$ cat config.mk
export PLATFORM = sky130hd
export DESIGN_NAME = pps_transmitter
export DESIGN_NICKNAME = d
export VERILOG_FILES = /design/src/rtl/pps_pkg.sv /design/src/rtl/pps_transmitter.sv
export SDC_FILE = /design/constraint.sdc
export NUM_CORES = 1
export LEC_CHECK = 0
export BUFFER_PORTS_ARGS = -buffer_cell sky130_fd_sc_hd__buf_4
export CORE_MARGIN = 3
export CORE_UTILIZATION = 50
export DETAILED_ROUTE_END_ITERATION = 10
export PLACE_DENSITY_LB_ADDON = 0.15
export SLEW_MARGIN = 20
export SYNTH_ARGS = -nofsm -noshare
export SYNTH_HDL_FRONTEND = slang
export SYNTH_SLANG_ARGS = --single-unit
export TNS_END_PERCENT = 30
$ cat constraint.sdc
create_clock -name ptp_clk -period 2.2 [get_ports ptp_clk]
set_input_delay 0.11 -clock ptp_clk [delete_from_list [all_inputs] [get_ports ptp_clk]]
set_output_delay 0.11 -clock ptp_clk [all_outputs]
set_load 0.01 [all_outputs]
$ cat src/rtl/pps_pkg.sv
// -----------------------------------------------------------------------------
// pps_pkg
// Shared declarations for the 1PPS link blocks (pps_transmitter, pps_receiver).
//   pps_state_t    : pulse-train controller state
//   pps_cycles()   : ptp_clk frequency in kHz -> cycles per second
//   PPS_SEC_WIDTH  : width of the seconds counter
// -----------------------------------------------------------------------------
package pps_pkg;

    typedef enum logic {
        PPS_IDLE,
        PPS_RUN
    } pps_state_t;

    localparam int PPS_SEC_WIDTH = 32;

    function automatic int pps_cycles(input int freq_khz);
        return freq_khz * 1000;
    endfunction

endpackage

$ cat src/rtl/pps_transmitter.sv
// -----------------------------------------------------------------------------
// pps_transmitter
// Local 1PPS source for a timing master. A free-running period counter on
// ptp_clk produces pps_out (C_PULSE_CYCLES wide), a one-cycle pps_strobe at
// the start of each pulse and a seconds count. The servo/CPU can stretch or
// shrink a single period through a valid/ready phase-adjust port.
//
// Parameters
//   C_CLOCK_FREQUENCY  ptp_clk frequency in kHz (nominal period P = kHz*1000)
//   C_PULSE_CYCLES     pps_out high time, 1 <= C_PULSE_CYCLES < P/2
//   C_ADJ_WIDTH        width of the signed phase-adjust word
//
// Ports
//   ptp_clk     in   core clock
//   ptp_rst     in   synchronous active-high reset
//   enable      in   1 = run the pulse train, 0 = idle
//   adj_valid   in   phase-adjust request
//   adj_ready   out  adjust slot free
//   adj_data    in   signed cycles added to one period length
//   pps_align   in   one-cycle strobe forcing a new second (PPS_TX_ALIGN_EN)
//   pps_out     out  1PPS pulse to pad
//   pps_strobe  out  one-cycle strobe on the first cycle of each pulse
//   sec_cnt     out  seconds elapsed, advances after each strobe
//
// Build option
//   PPS_TX_ALIGN_EN  adds pps_align; undefined builds have no such port.
//
// States
//   PPS_IDLE | counter parked at 0, outputs low, waiting for enable
//   PPS_RUN  | counter runs 0..len and wraps, one pulse per wrap
// -----------------------------------------------------------------------------
module pps_transmitter
    import pps_pkg::*;
#(
    parameter int C_CLOCK_FREQUENCY = 25000,
    parameter int C_PULSE_CYCLES    = 2500,
    parameter int C_ADJ_WIDTH       = 16
) (
    input  logic                     ptp_clk,
    input  logic                     ptp_rst,
    input  logic                     enable,
    input  logic                     adj_valid,
    output logic                     adj_ready,
    input  logic [C_ADJ_WIDTH-1:0]   adj_data,
`ifdef PPS_TX_ALIGN_EN
    input  logic                     pps_align,
`endif
    output logic                     pps_out,
    output logic                     pps_strobe,
    output logic [PPS_SEC_WIDTH-1:0] sec_cnt
);

    localparam int P      = pps_cycles(C_CLOCK_FREQUENCY);
    localparam int HALF_P = P / 2;
    localparam int LEN_W  = $clog2(P + 2**(C_ADJ_WIDTH-1));

    localparam logic [LEN_W-1:0]        LEN_NOM   = LEN_W'(P - 1);
    localparam logic [LEN_W-1:0]        PULSE_LEN = LEN_W'(C_PULSE_CYCLES);
    localparam logic signed [LEN_W:0]   HALF_S    = (LEN_W+1)'(HALF_P);
    localparam logic signed [LEN_W:0]   NEG_S     = -HALF_S;

    pps_state_t               state;
    pps_state_t               state_nxt;
    logic [LEN_W-1:0]         cnt;
    logic [LEN_W-1:0]         cnt_nxt;
    logic [LEN_W-1:0]         len;
    logic [LEN_W-1:0]         len_nxt;
    logic [LEN_W-1:0]         pending;
    logic [LEN_W-1:0]         pending_nxt;
    logic                     pend_valid;
    logic                     pend_valid_nxt;
    logic                     pps_out_nxt;
    logic                     pps_strobe_nxt;
    logic [PPS_SEC_WIDTH-1:0] sec_cnt_nxt;

    logic                     align_hit;
    logic                     xfer;
    logic signed [LEN_W:0]    adj_ext;
    logic [LEN_W-1:0]         adj_sat;

`ifdef PPS_TX_ALIGN_EN
    assign align_hit = pps_align;
`else
    assign align_hit = 1'b0;
`endif

    assign adj_ready = ~pend_valid;
    assign xfer      = adj_valid & adj_ready;

    // Clamp the request to +/- P/2 so the adjusted period never drops below
    // the pulse width. The clamped value is kept in LEN_W-bit two's
    // complement; adding it modulo 2^LEN_W to P-1 yields the true length.
    always_comb begin
        adj_ext = {{(LEN_W+1-C_ADJ_WIDTH){adj_data[C_ADJ_WIDTH-1]}}, adj_data};
        if (adj_ext > HALF_S) begin
            adj_sat = HALF_S[LEN_W-1:0];
        end else if (adj_ext < NEG_S) begin
            adj_sat = NEG_S[LEN_W-1:0];
        end else begin
            adj_sat = adj_ext[LEN_W-1:0];
        end
    end

    always_comb begin
        state_nxt      = state;
        cnt_nxt        = cnt;
        len_nxt        = len;
        pending_nxt    = pending;
        pend_valid_nxt = pend_valid;
        pps_out_nxt    = 1'b0;
        pps_strobe_nxt = 1'b0;
        sec_cnt_nxt    = sec_cnt;

        if (pps_strobe) begin
            sec_cnt_nxt = sec_cnt + PPS_SEC_WIDTH'(1);
        end

        case (state)
            PPS_IDLE: begin
                cnt_nxt = '0;
                len_nxt = LEN_NOM;
                if (enable) begin
                    state_nxt = PPS_RUN;
                end
            end
            PPS_RUN: begin
                if (!enable) begin
                    state_nxt = PPS_IDLE;
                    cnt_nxt   = '0;
                    len_nxt   = LEN_NOM;
                end else begin
                    pps_out_nxt    = (cnt < PULSE_LEN);
                    pps_strobe_nxt = (cnt == '0);
                    if (align_hit) begin
                        // Restart the second; a pending adjust waits for
                        // the next real wrap.
                        cnt_nxt = '0;
                        len_nxt = LEN_NOM;
                    end else if (cnt == len) begin
                        cnt_nxt        = '0;
                        len_nxt        = pend_valid ? (LEN_NOM + pending) : LEN_NOM;
                        pend_valid_nxt = 1'b0;
                        pending_nxt    = '0;
                    end else begin
                        cnt_nxt = cnt + LEN_W'(1);
                    end
                end
            end
            default: begin
                state_nxt = PPS_IDLE;
            end
        endcase

        // A transfer can only happen with the slot empty, so it never
        // collides with the wrap-time release above; a transfer in the wrap
        // cycle therefore lands after that wrap's reload.
        if (xfer) begin
            pend_valid_nxt = 1'b1;
            pending_nxt    = adj_sat;
        end

        if ((state == PPS_RUN) && !enable) begin
            pend_valid_nxt = 1'b0;
            pending_nxt    = '0;
        end
    end

    always_ff @(posedge ptp_clk) begin
        if (ptp_rst) begin
            state      <= PPS_IDLE;
            cnt        <= '0;
            len        <= LEN_NOM;
            pending    <= '0;
            pend_valid <= 1'b0;
            pps_out    <= 1'b0;
            pps_strobe <= 1'b0;
            sec_cnt    <= '0;
        end else begin
            state      <= state_nxt;
            cnt        <= cnt_nxt;
            len        <= len_nxt;
            pending    <= pending_nxt;
            pend_valid <= pend_valid_nxt;
            pps_out    <= pps_out_nxt;
            pps_strobe <= pps_strobe_nxt;
            sec_cnt    <= sec_cnt_nxt;
        end
    end

endmodule
==> results.rst, run 1 <==
.. list-table::
   :header-rows: 1

   * - Metric
     - Value
   * - Largest incremental delay on the critical path
     - 0.58 ns
   * - Clk sinks
     - 99
   * - First-pass GRT wire length
     - 16,050 um
   * - Largest net degree at the start of global routing
     - 41
   * - Level count of the clock H-tree
     - 3
   * - Reg-to-reg critical path endpoint
     - len[10]
   * - Startpoint of the worst-slack reg-to-reg timing path
     - cnt[4]
   * - Power per standard cell area
     - around 610 nW/um2
   * - Worst min-delay path class
     - in -> reg
   * - Share of the synthesized area in the top cell type
     - 43.74%
   * - Number of vias per cell
     - 5.534
   * - Clock share of power
     - 39.4%
   * - Remaining antenna violation count after routing
     - 0
   * - Vertical extent of the die
     - 101.2 um
   * - CP required
     - around 2.5 ns
   * - Initial antenna violation count
     - 0
   * - Cell-by-cell trace of the critical path
     - xnor2_1 -> nand4_1 -> or4_4 -> o21a_2 -> a22o_1
   * - Die area
     - 10,240 um2
   * - Proportion of register bits with asynchronous set or reset after synthesis
     - 0%
   * - Net load switching power
     - 0.7749 mW
   * - Post-detailed-routing wire length
     - 9684 um
   * - Gate count after technology mapping
     - 484
   * - Number of diodes added for antenna fixing
     - 0
   * - Average wire per cell in the routed design
     - roughly 14 um
   * - Detailed-routing iteration count for the pre-antenna-repair pass
     - 4
   * - Pin slew with the least headroom to its limit
     - 0.5475 ns
   * - Final-layout setup total negative slack
     - 0 ns
   * - Buffers from clock root to sink, at most
     - 2
   * - Number of filler cells placed in the layout
     - 764
   * - Result of the run
     - completed
   * - Row count
     - 34
   * - Worst reg2reg setup slack
     - 0.18 ns
   * - Top_reg_cell synth
     - dfxtp_1
   * - Signal arrival time at the worst endpoint
     - ~2.3 ns
   * - Share of power burned in registers
     - 54.5%
   * - Category of the worst setup path launch point
     - register
   * - Minimum period implied by the final worst setup slack
     - 2.017 ns
   * - Post-CTS Repair Setup Buffers
     - 0
   * - Startpoint of the tightest hold check path
     - enable
   * - Crit. End Element
     - register
   * - Total standard cell area after synthesis
     - about 4500 um2
   * - Max Slew Vio Count
     - 0
   * - Combinational group share of total power
     - 6.1%
   * - DRC violations left
     - 0
   * - Worst clock skew
     - 0.01550 ns
   * - Placed Cells incl. Taps
     - 639
   * - Overall Global Routing Usage
     - 19.63%
   * - Max rail drop VDD
     - 0.0003793 V
   * - Capture endpoint of the worst hold path
     - state
   * - Die Wd
     - 101.2 um
   * - I/O pin total
     - 55
   * - Number of DRC markers in iteration 0
     - 150
   * - Final critical-path share of the clock period
     - between 90 and 100%
   * - Max transition margin
     - between 60% and 70%
   * - Buf/Inv on CP
     - 0
   * - GRT Residual Overflow
     - 0
   * - Final Worst Setup Slack
     - 0.1828 ns
   * - Number of standard cells in the final layout excluding fillers
     - roughly 670
   * - Final setup viols
     - 0
   * - CTS tree
     - done
   * - Area added between synthesis and finish
     - 21.51%
   * - Int Pwr
     - 2.602 mW
   * - Switching Fraction
     - 22.95%
   * - Post-layout total power
     - 3.377 mW
   * - Root cell of the clock tree
     - clkbuf_8
   * - Placeable Area
     - 8763 um2
   * - Vias in the first global route
     - 3,408
   * - Setup repair after global routing missed its margin
     - no
   * - Clk slew on worst S/H paths
     - about 0.090 ns
   * - Final-report hold violation count
     - 0
   * - Total number of yosys warnings
     - 0
   * - Post-synth top area cell
     - dfxtp_1
   * - Slowest-stage cell, CP
     - or4_4
   * - Hold depth
     - 2
   * - Vias after detailed routing
     - 3,713
   * - Number of max-capacitance violations reported
     - 0
   * - Distinct cells, synth
     - 43
   * - Synthesized net count
     - 508
   * - Path depth of the worst reg2reg path
     - 5
   * - Initial Utilization
     - roughly half
   * - Worst setup slack after placement
     - between 0.03 and 0.04 ns
   * - Worst setup path class
     - reg -> reg
   * - Num CTS Buffers
     - 9
   * - Mean area per synthesized cell
     - 9.361 um2
   * - Top post-synthesis cells by area
     - dfxtp_1 44%, xnor2_1 8.3%, xor2_1 7.2%
   * - Peak Freq
     - just under 500 MHz
   * - Gp weighted congestion
     - 0.8633
   * - Fraction of final layout cells sized beyond drive strength 1
     - 19.36%
   * - Synth Register Bits
     - 99
   * - Number of flops mapped to enable cells by yosys
     - 0
   * - Cell family with most CP delay
     - simple AND/OR/NAND/NOR gates
   * - Port Buffers
     - 54
   * - Fraction of the yosys area taken by sequential cells
     - ~44%
   * - Nets@finish
     - 582
   * - HPWL after detailed placement
     - 7087 um
   * - Cell leakage power
     - approximately 2.1 nW
   * - Largest driver fanout on the critical path
     - 12
   * - Clock latency reported for the late side of the worst-skew pair
     - about 0.37 ns
## cells by family after synthesis
family | synth area share, %
muxes | 0.7180
DFF | 43.74
xor gates and xnor gates | 15.82
buffers and inverters | 3.922
and+or+nand+nor | 23.92
AOI/OAI and AO/OA | 10.77
adders and majority gates | 1.105
## stage by stage
step           hold slack (ns)  cell area, um2  utilization (%)
2_1_floorplan           0.1891            4531                -
3_3_place_gp            0.3198            5100            58.20
3_5_place_dp            0.3224            5100            58.20
4_1_cts               0.008425            5493            62.68
5_1_grt                0.03894            5505            62.82
6_report               0.02436            5505            62.82
## registers in the layout, indices dropped and copies added, names as in the netlist
name and count:
len 22, cnt 25, pps_out 1, pend_valid 1
pps_strobe 1, pending 16, sec_cnt 32, state 1
## how the worst max path moves through the flow
| stage | cells past startpoint | endpoint | from | slack [ns] |
|---|---|---|---|---|
| after floorplan | 8 | len[0] | cnt[16] | 0.23 |
| after global placement | 5 | len[7] | cnt[4] | 0.12 |
| after detailed placement | 5 | len[15] | len[7] | 0.04 |
| after CTS | 5 | len[10] | len[7] | 0.01 |
| after global routing | 6 | pending[9] | cnt[15] | 0.09 |
| final | 5 | len[10] | cnt[4] | 0.18 |
## cell type report
type                            instances  area, um2  area share [%]
Multi-Input combinational cell        351       2384           43.30
Tap cell                              108      135.1           2.455
Clock inverter                          6      95.09           1.727
Inverter                                9      33.78          0.6136
Timing Repair Buffer                   88      738.2           13.41
Clock buffer                           10      137.6           2.500
Sequential cell                        99       1982           36.00
## cells in the final DEF (no fill, tap or decap), types with 3 or more instances in the layout
| cell | instances |
|---|---|
| buf_12 | 3 |
| xor2_1 | 37 |
| and2_1 | 6 |
| nor3_1 | 11 |
| nand2b_1 | 4 |
| xnor2_1 | 42 |
| and4_1 | 11 |
| nand3_1 | 25 |
| a21oi_1 | 7 |
| clkbuf_8 | 10 |
| and3_1 | 9 |
| nand3b_1 | 3 |
| dlygate4sd3_1 | 16 |
| a22o_1 | 22 |
| nor4_1 | 7 |
| nor2_1 | 62 |
| a2bb2oi_1 | 5 |
| nor2b_1 | 4 |
| nand4_1 | 25 |
| ha_1 | 4 |
| or3_1 | 4 |
| a2bb2oi_2 | 6 |
| o21ai_0 | 8 |
| nand2_1 | 22 |
| dfxtp_1 | 99 |
| a31o_2 | 3 |
| inv_1 | 9 |
| a31oi_1 | 3 |
| buf_4 | 69 |
| or2_2 | 3 |
## worst reg2reg max path: stages, from the launching register on
cell,delay [ns]
dfxtp_1,0.45
xnor2_1,0.19
nand4_1,0.13
or4_4,0.58
o21a_2,0.31
a22o_1,0.26
## Yosys cell counts, drive strengths merged (3+ instances only)
master	n
a21oi	7
a22o	22
a2bb2oi	11
a31o	3
a31oi	3
and2	6
and3	10
and4	11
buf	17
clkbuf	8
dfxtp	99
ha	4
inv	9
nand2	22
nand2b	4
nand3	25
nand3b	3
nand4	25
nor2	62
nor2b	4
nor3	12
nor4	7
o21ai	9
or2	3
or3	4
or4	3
xnor2	44
xor2	37
## what timing repair did
action	4_1_cts	5_1_grt
setup endpoints to repair	0	10
hold endpoints to repair	16	0
hold buffers	16	0
gates resized for setup	0	3
## power by group through the flow
stage	clock (mW)	combinational (mW)	sequential, mW
global placement	0	0.181	1.88
floorplan	0	0.120	1.88
global route	1.43	0.228	1.85
detailed placement	0	0.185	1.88
finish	1.33	0.207	1.84
CTS	1.36	0.209	1.84
## routing by layer
layer | GRT usage, % | routed length (um) | up-vias
met5 | 0 | 0 | -
met4 | 5.828 | 103 | 0
met3 | 3.994 | 438 | 9
met2 | 33.25 | 4771 | 66
met1 | 25.35 | 4372 | 1786
li1 | - | - | 1852
(Power assumes the default switching activity.)
==> inputs of run 2 (changes only) <==
--- a/config.mk
+++ b/config.mk
@@ -7,7 +7,7 @@
 export LEC_CHECK = 0
 export BUFFER_PORTS_ARGS = -buffer_cell sky130_fd_sc_hd__buf_4
 export CORE_MARGIN = 3
-export CORE_UTILIZATION = 50
+export CORE_UTILIZATION = 41
 export DETAILED_ROUTE_END_ITERATION = 10
 export PLACE_DENSITY_LB_ADDON = 0.15
 export SLEW_MARGIN = 20
==> run 2 against run 1 <==
Utilization fell by 11 points. Via count down 1.5%. Critical path type unchanged. Flip-flop and latch count is the same. Global-route usage is 3.2 points lower. Register-to-register slack worse by 0.04 ns. Largest power group unchanged. Power down 6.2%. Clock power is 16% lower. Combinational power about the same.
==> results.rst, run 2 (synthesized netlist as in run 1, its figures left out) <==
.. list-table::
   :header-rows: 1

   * - Metric
     - Value
   * - Result of the run
     - completed
   * - Root cell of the clock tree
     - clkbuf_8
   * - Clk sinks
     - 99 (unchanged)
   * - Vertical extent of the die
     - 111.1 um (+9.8%)
   * - Largest registers
     - sec_cnt: 32 flops, cnt: 25 flops, len: 22 flops
   * - Reg-to-reg critical path endpoint
     - len[8]
   * - Area added between synthesis and finish
     - 21.15%
   * - Largest incremental delay on the critical path
     - 0.61 ns (+0.03 ns)
   * - Area occupied by multi-input gates
     - 2376 um2 (-0.32%)
   * - Worst setup slack after placement
     - 0.02461 ns (-0.01453 ns)
   * - Most common cell after layout, fill and taps aside
     - dfxtp_1
   * - Minimum period implied by the final worst setup slack
     - 2.058 ns (+0.04124 ns)
   * - Gp weighted congestion
     - 0.9113 (+5.6%)
   * - Overall Global Routing Usage
     - 16.39% (-3.2 points)
   * - Post-detailed-routing wire length
     - 10,050 um (+3.8%)
   * - Num CTS Buffers
     - 9 (unchanged)
   * - Peak Freq
     - 485.8 MHz (-2.0%)
   * - Final-layout setup total negative slack
     - 0 ns (unchanged)
   * - Largest net degree at the start of global routing
     - 41 (unchanged)
   * - Worst clock skew
     - 0.01052 ns (-0.004975 ns)
   * - First-pass GRT wire length
     - 16,780 um (+4.6%)
   * - Max Slew Vio Count
     - 0 (unchanged)
   * - Commonest cells after routing, fill and taps aside
     - 99 x dfxtp_1, 74 x buf_4, 62 x nor2_1
   * - Worst setup path class
     - reg -> reg
   * - Largest driver fanout on the critical path
     - 12 (unchanged)
   * - Level count of the clock H-tree
     - 3 (unchanged)
   * - Buffers from clock root to sink, at most
     - 2 (unchanged)
   * - DRC violations left
     - 0 (unchanged)
   * - Fraction of final layout cells sized beyond drive strength 1
     - 19.12% (-0.25 points)
   * - Startpoint of the worst-slack reg-to-reg timing path
     - cnt[10]
   * - Initial antenna violation count
     - 0 (unchanged)
   * - Setup repair after global routing missed its margin
     - no
   * - Capture endpoint of the worst hold path
     - pend_valid
   * - Category of the worst setup path launch point
     - register
   * - Cell family with most CP delay
     - simple AND/OR/NAND/NOR gates
   * - Seq. cell area
     - 1982 um2 (unchanged)
   * - Flip-flop count of the largest register, all copies and words added
     - 32 (unchanged)
   * - Startpoint of the tightest hold check path
     - adj_valid
   * - Vias in the first global route
     - 3,467 (+1.7%)
   * - Met2 routed WL
     - 4781 um (+0.21%)
   * - Die area
     - 12,350 um2 (+21%)
   * - Final critical-path share of the clock period
     - 93.56% (+1.9 points)
   * - Top layer used by detailed routing
     - met4
   * - Power per standard cell area
     - 577.2 nW/um2 (-5.9%)
   * - Row count
     - 37 (+8.8%)
   * - Cell leakage power
     - 2.114 nW (-0.61%)
   * - Number of diodes added for antenna fixing
     - 0 (unchanged)
   * - Slowest-stage cell, CP
     - or4_4
   * - Signal arrival time at the worst endpoint
     - 2.31 ns (+0.04 ns)
   * - Post-CTS Repair Setup Buffers
     - 0 (unchanged)
   * - Largest register by flop count
     - sec_cnt
   * - Path depth of the worst reg2reg path
     - 5 (unchanged)
   * - HPWL after detailed placement
     - 7340 um (+3.6%)
   * - Detailed-routing iteration count for the pre-antenna-repair pass
     - 4 (unchanged)
   * - Met3 wirelength from detailed routing
     - 407 um (-7.1%)
   * - Cell-by-cell trace of the critical path
     - xnor2_1 -> nand4_1 -> or4_4 -> o21a_2 -> a22o_1
   * - Final-report hold violation count
     - 0 (unchanged)
   * - Remaining antenna violation count after routing
     - 0 (unchanged)
   * - Number of max-capacitance violations reported
     - 0 (unchanged)
   * - Placeable Area
     - 10,560 um2 (+20%)
   * - Clk slew on worst S/H paths
     - 0.09 ns (about the same)
   * - Worst min-delay path class
     - in -> reg
   * - CTS tree
     - done
   * - Number of DRC markers in iteration 0
     - 171 (+14%)
   * - Pin slew with the least headroom to its limit
     - 0.5715 ns (+0.02406 ns)
   * - Number of filler cells placed in the layout
     - 993 (+30%)
   * - Average wire per cell in the routed design
     - 14.34 um (-0.65%)
   * - Buf/Inv on CP
     - 0 (unchanged)
   * - Clock latency reported for the late side of the worst-skew pair
     - 0.36 ns (about the same)
   * - Port Buffers
     - 54 (unchanged)
   * - Die Wd
     - 111.1 um (+9.8%)
   * - Vias after detailed routing
     - 3,657 (-1.5%)
   * - Final Worst Setup Slack
     - 0.1416 ns (-0.04124 ns)
   * - Worst reg2reg setup slack
     - 0.14 ns (-0.04 ns)
   * - Final setup viols
     - 0 (unchanged)
   * - Hold depth
     - 3 (+1)
   * - Number of vias per cell
     - 5.217 (-5.7%)
   * - Nets@finish
     - 586 (+0.69%)
   * - CP required
     - 2.45 ns (about the same)
   * - GRT Residual Overflow
     - 0 (unchanged)
   * - Max transition margin
     - 61.90% (-1.6 points)
   * - I/O pin total
     - 55 (unchanged)
   * - Crit. End Element
     - register
   * - Routed length on met1
     - 4724 um (+8.1%)
   * - Initial Utilization
     - 42.92% (-8.8 points)
   * - Max rail drop VDD
     - 0.0004405 V (+16%)
## run 2: worst max-delay path by stage
stage               cells past startpoint     from  endpoint  slack (ns)
floorplan                               8  cnt[16]    len[0]        0.23
global placement                        5  cnt[10]   len[15]        0.11
detailed placement                      5  cnt[10]    len[8]        0.02
CTS                                     5  cnt[10]    len[8]       0.009
global route                            5  cnt[10]    len[6]        0.06
finish                                  5  cnt[10]    len[8]        0.14
## run 2: layer usage
layer  track usage [%]  vias up
met2             27.35       75
met3             4.258       12
li1                  -     1853
met4             4.704        0
met1             20.95     1717
met5                 0        -
## run 2: worst register-to-register path: cells and delay by family, from the launching register on
| kind | cells | cell delay (ns) |
|---|---|---|
| and+or+nand+nor | 2 | 0.74 |
| AOI/OAI and AO/OA | 2 | 0.57 |
| DFF | 1 | 0.46 |
| xor gates and xnor gates | 1 | 0.19 |
## run 2: what timing repair did
action | CTS | global route
hold buffers | 17 | 0
gates resized for setup | 0 | 2
endpoints found under the setup margin | 0 | 30
hold endpoints to repair | 17 | 0
## run 2: final cells by class
| cell class | instances | share of cell area [%] |
|---|---|---|
| clock buffer | 11 | 2.576 |
| clock inverter | 3 | 0.7294 |
| inverter | 9 | 0.6155 |
| multi-input combinational | 351 | 43.29 |
| sequential | 99 | 36.11 |
| tap | 136 | 3.100 |
| timing repair buffer | 92 | 13.59 |
## run 2: per-stage QoR
step	power (mW)	area (um2)	hold WS, ns	utilization (%)	instances
after detailed placement	2.064	5132	0.3224	48.62	670
after global placement	2.062	5132	0.3233	48.62	670
final	3.168	5489	0.08125	52.00	701
after floorplan	1.996	4531	0.1891	-	484
after global routing	3.308	5489	0.06337	52.00	701
after CTS	3.223	5484	0.07627	51.96	701
## run 2: report_power, final
part	leakage [nW]	internal, mW	total (mW)	switching [mW]
logic	1.22	0.106	0.204	0.0978
clock network	0.0950	0.542	1.12	0.582
registers	0.801	1.81	1.84	0.0282
==> inputs of run 3 (changes only) <==
--- a/config.mk
+++ b/config.mk
@@ -5,6 +5,7 @@
 export SDC_FILE = /design/constraint.sdc
 export NUM_CORES = 1
 export LEC_CHECK = 0
+export ABC_AREA = 1
 export BUFFER_PORTS_ARGS = -buffer_cell sky130_fd_sc_hd__buf_4
 export CORE_MARGIN = 3
 export CORE_UTILIZATION = 41
==> run 3 against run 2 <==
Sequential power hardly changed. Design area up 9.1%. Maximum frequency up 5.3%. Power is 15% higher. Hold slack worse by 0.078 ns. Non-clock buffer count decreased by 33. Die area is 13% higher. Register-to-register slack improved by 0.10 ns. Flip-flop and latch count is the same. Sequential share of layout area shrank 3.0 points. Critical endpoint is now len[22]. Largest power group unchanged. Highest routed layer unchanged.
==> results.rst, run 3 <==
.. list-table::
   :header-rows: 1

   * - Metric
     - Value
   * - Result of the run
     - completed
   * - Cell leakage power
     - 2.497 nW (+18%)
   * - Peak Freq
     - 511.3 MHz (+5.3%)
   * - Vias in the first global route
     - 4,687 (+35%)
   * - Top cells by count, synth
     - 198 x nand2_1, 111 x nor2_1, 99 x dfxtp_1, 97 x inv_1, 56 x nand3_1
   * - Top post-synthesis cells by area
     - dfxtp_1 38%, nand2_1 14%, nor2_1 8.1%
   * - Distinct cells, synth
     - 37 (-14%)
   * - Post-CTS Repair Setup Buffers
     - 0 (unchanged)
   * - Fraction of final layout cells sized beyond drive strength 1
     - 12.00% (-7.1 points)
   * - Clock share of power
     - 43.0% (+7.5 points)
   * - Clk slew on worst S/H paths
     - 0.06 ns (-0.03 ns)
   * - Gate count after technology mapping
     - 776 (+60%)
   * - Most common cell after layout, fill and taps aside
     - nand2_1
   * - Hold depth
     - 3 (unchanged)
   * - Final-report hold violation count
     - 0 (unchanged)
   * - Clk sinks
     - 99 (unchanged)
   * - Flip-flop count of the largest register, all copies and words added
     - 32 (unchanged)
   * - Commonest cells after routing, fill and taps aside
     - 198 x nand2_1, 111 x nor2_1, 99 x dfxtp_1
   * - Share of power burned in registers
     - 50.8% (-7.3 points)
   * - CTS resizes
     - 0 (unchanged)
   * - Category of the worst setup path launch point
     - register
   * - Final-layout setup total negative slack
     - 0 ns (unchanged)
   * - Number of vias per cell
     - 4.926 (-5.6%)
   * - Vertical extent of the die
     - 118.1 um (+6.3%)
   * - I/O pin total
     - 55 (unchanged)
   * - Largest net degree at the start of global routing
     - 27 (-34%)
   * - Max transition margin
     - 60.13% (-1.8 points)
   * - Clock latency reported for the late side of the worst-skew pair
     - 0.35 ns (about the same)
   * - Largest registers
     - sec_cnt: 32 flops, cnt: 25 flops, len: 22 flops
   * - Placed Cells incl. Taps
     - 987 (+47%)
   * - Port Buffers
     - 54 (unchanged)
   * - Worst clock skew
     - 0.004580 ns (-0.005944 ns)
   * - Share of the synthesized area in the top cell type
     - 38.47% (-5.3 points)
   * - HPWL after detailed placement
     - 10,020 um (+36%)
   * - Buffers from clock root to sink, at most
     - 2 (unchanged)
   * - Synth Register Bits
     - 99 (unchanged)
   * - Final setup viols
     - 0 (unchanged)
   * - Nets@finish
     - 854 (+46%)
   * - Path depth of the worst reg2reg path
     - 11 (+6)
   * - Most Frequent Cell on Critical Path
     - nand2_1
   * - Combinational group share of total power
     - 6.2% (-0.2 points)
   * - Cell-by-cell trace of the critical path
     - inv_2 -> nand2_1 -> nand2_1 -> nor2_1 -> nand2_1 -> nor2_2 -> nand3_2 -> nand2_4 -> inv_2 -> nand2_4 -> or2_2
   * - Gp weighted congestion
     - 0.9512 (+4.4%)
   * - Number of standard cells in the final layout excluding fillers
     - 1,001 (+43%)
   * - Worst-case hold slack
     - 0.002901 ns (-0.07835 ns)
   * - CP required
     - 2.50 ns (+0.05 ns)
   * - Slowest-stage cell, CP
     - dfxtp_1
   * - Crit. End Element
     - register
   * - Largest driver fanout on the critical path
     - 26 (+14)
   * - Fraction of the yosys area taken by sequential cells
     - 38.47% (-5.3 points)
   * - Worst setup path class
     - reg -> reg
   * - DRC violations left
     - 0 (unchanged)
   * - Critical path launch point
     - cnt[9]
   * - Startpoint of the tightest hold check path
     - enable
   * - Total number of yosys warnings
     - 0 (unchanged)
   * - Remaining antenna violation count after routing
     - 0 (unchanged)
   * - Switching Fraction
     - 22.95% (+0.59 points)
   * - Initial antenna violation count
     - 0 (unchanged)
   * - Post-detailed-routing wire length
     - 13,260 um (+32%)
   * - Mean area per synthesized cell
     - 6.640 um2 (-29%)
   * - GRT Residual Overflow
     - 0 (unchanged)
   * - Pin slew with the least headroom to its limit
     - 0.5966 ns (+0.02507 ns)
   * - Minimum period implied by the final worst setup slack
     - 1.956 ns (-0.1027 ns)
   * - Largest register by flop count
     - sec_cnt
   * - Placeable Area
     - 12,160 um2 (+15%)
   * - Largest incremental delay on the critical path
     - 0.48 ns (-0.13 ns)
   * - First-pass GRT wire length
     - 22,330 um (+33%)
   * - Setup repair after global routing missed its margin
     - no
   * - Number of flops mapped to enable cells by yosys
     - 0 (unchanged)
   * - Signal arrival time at the worst endpoint
     - 2.25 ns (-0.06 ns)
   * - Number of max-capacitance violations reported
     - 0 (unchanged)
   * - CTS tree
     - done
   * - Root cell of the clock tree
     - clkbuf_16
   * - Top_reg_cell synth
     - dfxtp_1
   * - Detailed-routing iteration count for the pre-antenna-repair pass
     - 5 (+1)
   * - Startpoint of the worst-slack reg-to-reg timing path
     - cnt[9]
   * - Initial Utilization
     - 42.37% (-0.56 points)
   * - Final critical-path share of the clock period
     - 88.90% (-4.7 points)
   * - Power per standard cell area
     - 608.7 nW/um2 (+5.5%)
   * - Level count of the clock H-tree
     - 3 (unchanged)
   * - Max rail drop VDD
     - 0.0004099 V (-6.9%)
   * - Die area
     - 13,950 um2 (+13%)
   * - Average wire per cell in the routed design
     - 13.25 um (-7.6%)
   * - Max Slew Vio Count
     - 0 (unchanged)
   * - Overall Global Routing Usage
     - 19.32% (+2.9 points)
   * - Int Pwr
     - 2.809 mW (+14%)
   * - Area added between synthesis and finish
     - 16.22%
   * - Proportion of register bits with asynchronous set or reset after synthesis
     - 0% (unchanged)
   * - Net load switching power
     - 0.8366 mW (+18%)
   * - Cell with the most instances after synthesis
     - nand2_1
   * - Worst reg2reg setup slack
     - 0.24 ns (+0.10 ns)
   * - Post-synth top area cell
     - dfxtp_1
   * - Row count
     - 40 (+8.1%)
   * - Number of DRC markers in iteration 0
     - 299 (+75%)
   * - Worst min-delay path class
     - in -> reg
   * - Total standard cell area after synthesis
     - 5152 um2 (+14%)
   * - Vias after detailed routing
     - 4,931 (+35%)
   * - Synthesized net count
     - 800 (+57%)
   * - Die Wd
     - 118.1 um (+6.3%)
   * - Number of diodes added for antenna fixing
     - 0 (unchanged)
   * - Count of hold-fix buffers inserted at cts
     - 0 (-17)
   * - Num CTS Buffers
     - 9 (unchanged)
-- run 3: final cells by class --
| cell class | count | area, um2 |
|---|---|---|
| tap | 168 | 210.2 |
| multi-input combinational | 556 | 2676 |
| sequential | 99 | 1982 |
| timing repair buffer | 59 | 442.9 |
| inverter | 105 | 394.1 |
| clock inverter | 3 | 40.04 |
| fill | 1260 | 6173 |
| clock buffer | 11 | 242.7 |
-- run 3: cell families (layout without fill, tap and decap cells) --
| logic type | after synthesis | count (layout) | synth area share [%] |
|---|---|---|---|
| XOR/XNOR | 28 | 28 | 4.759 |
| AND/OR/NAND/NOR | 440 | 440 | 37.66 |
| adder cells (fa/ha/maj) | 4 | 4 | 0.9714 |
| AO/OA/AOI/OAI | 84 | 84 | 8.548 |
| buffers and inverters | 121 | 178 | 9.592 |
| flip-flops | 99 | 99 | 38.47 |
-- run 3: metrics by stage --
step / worst slack, ns / total power, mW / util (%) / cell area [um2]
after floorplan: 0.6269 / 2.041 / - / 5152
after global placement: 0.2896 / 2.113 / 46.91 / 5705
after detailed placement: 0.2571 / 2.120 / 46.91 / 5705
after CTS: 0.2335 / 3.669 / 49.24 / 5988
after global routing: 0.09238 / 3.780 / 49.24 / 5988
final: 0.2443 / 3.645 / 49.24 / 5988
-- run 3: path summary, 6_finish.rpt --
check	to
hold / removal	state
hold reg to reg	len[23]
setup reg to reg	len[22]
setup / recovery	len[22]
-- run 3: layer usage --
layer  global-route usage (%)  part of all wire, %  wire length (um)  up-vias
li1                         -                    -                 -     2574
met1                    24.53                   46              6114     2256
met2                    33.51                   49              6489       86
met3                    3.123                  3.4               453       15
met4                    6.007                  1.6               206        0
met5                        0                    0                 0        -
-- run 3: power by group through the flow --
stage | Clock [mW] | Combinational [mW] | Sequential, mW
final | 1.57 | 0.228 | 1.85
after global routing | 1.67 | 0.260 | 1.85
after CTS | 1.59 | 0.230 | 1.85
after detailed placement | 0 | 0.227 | 1.89
after global placement | 0 | 0.222 | 1.89
after floorplan | 0 | 0.157 | 1.88
-- run 3: worst max-delay path, delay by kind of cell (launching register included) --
| family | cells | cell delay [ns] |
|---|---|---|
| AND/OR/NAND/NOR | 9 | 1.22 |
| flip-flops | 1 | 0.48 |
| buffers and inverters | 2 | 0.20 |
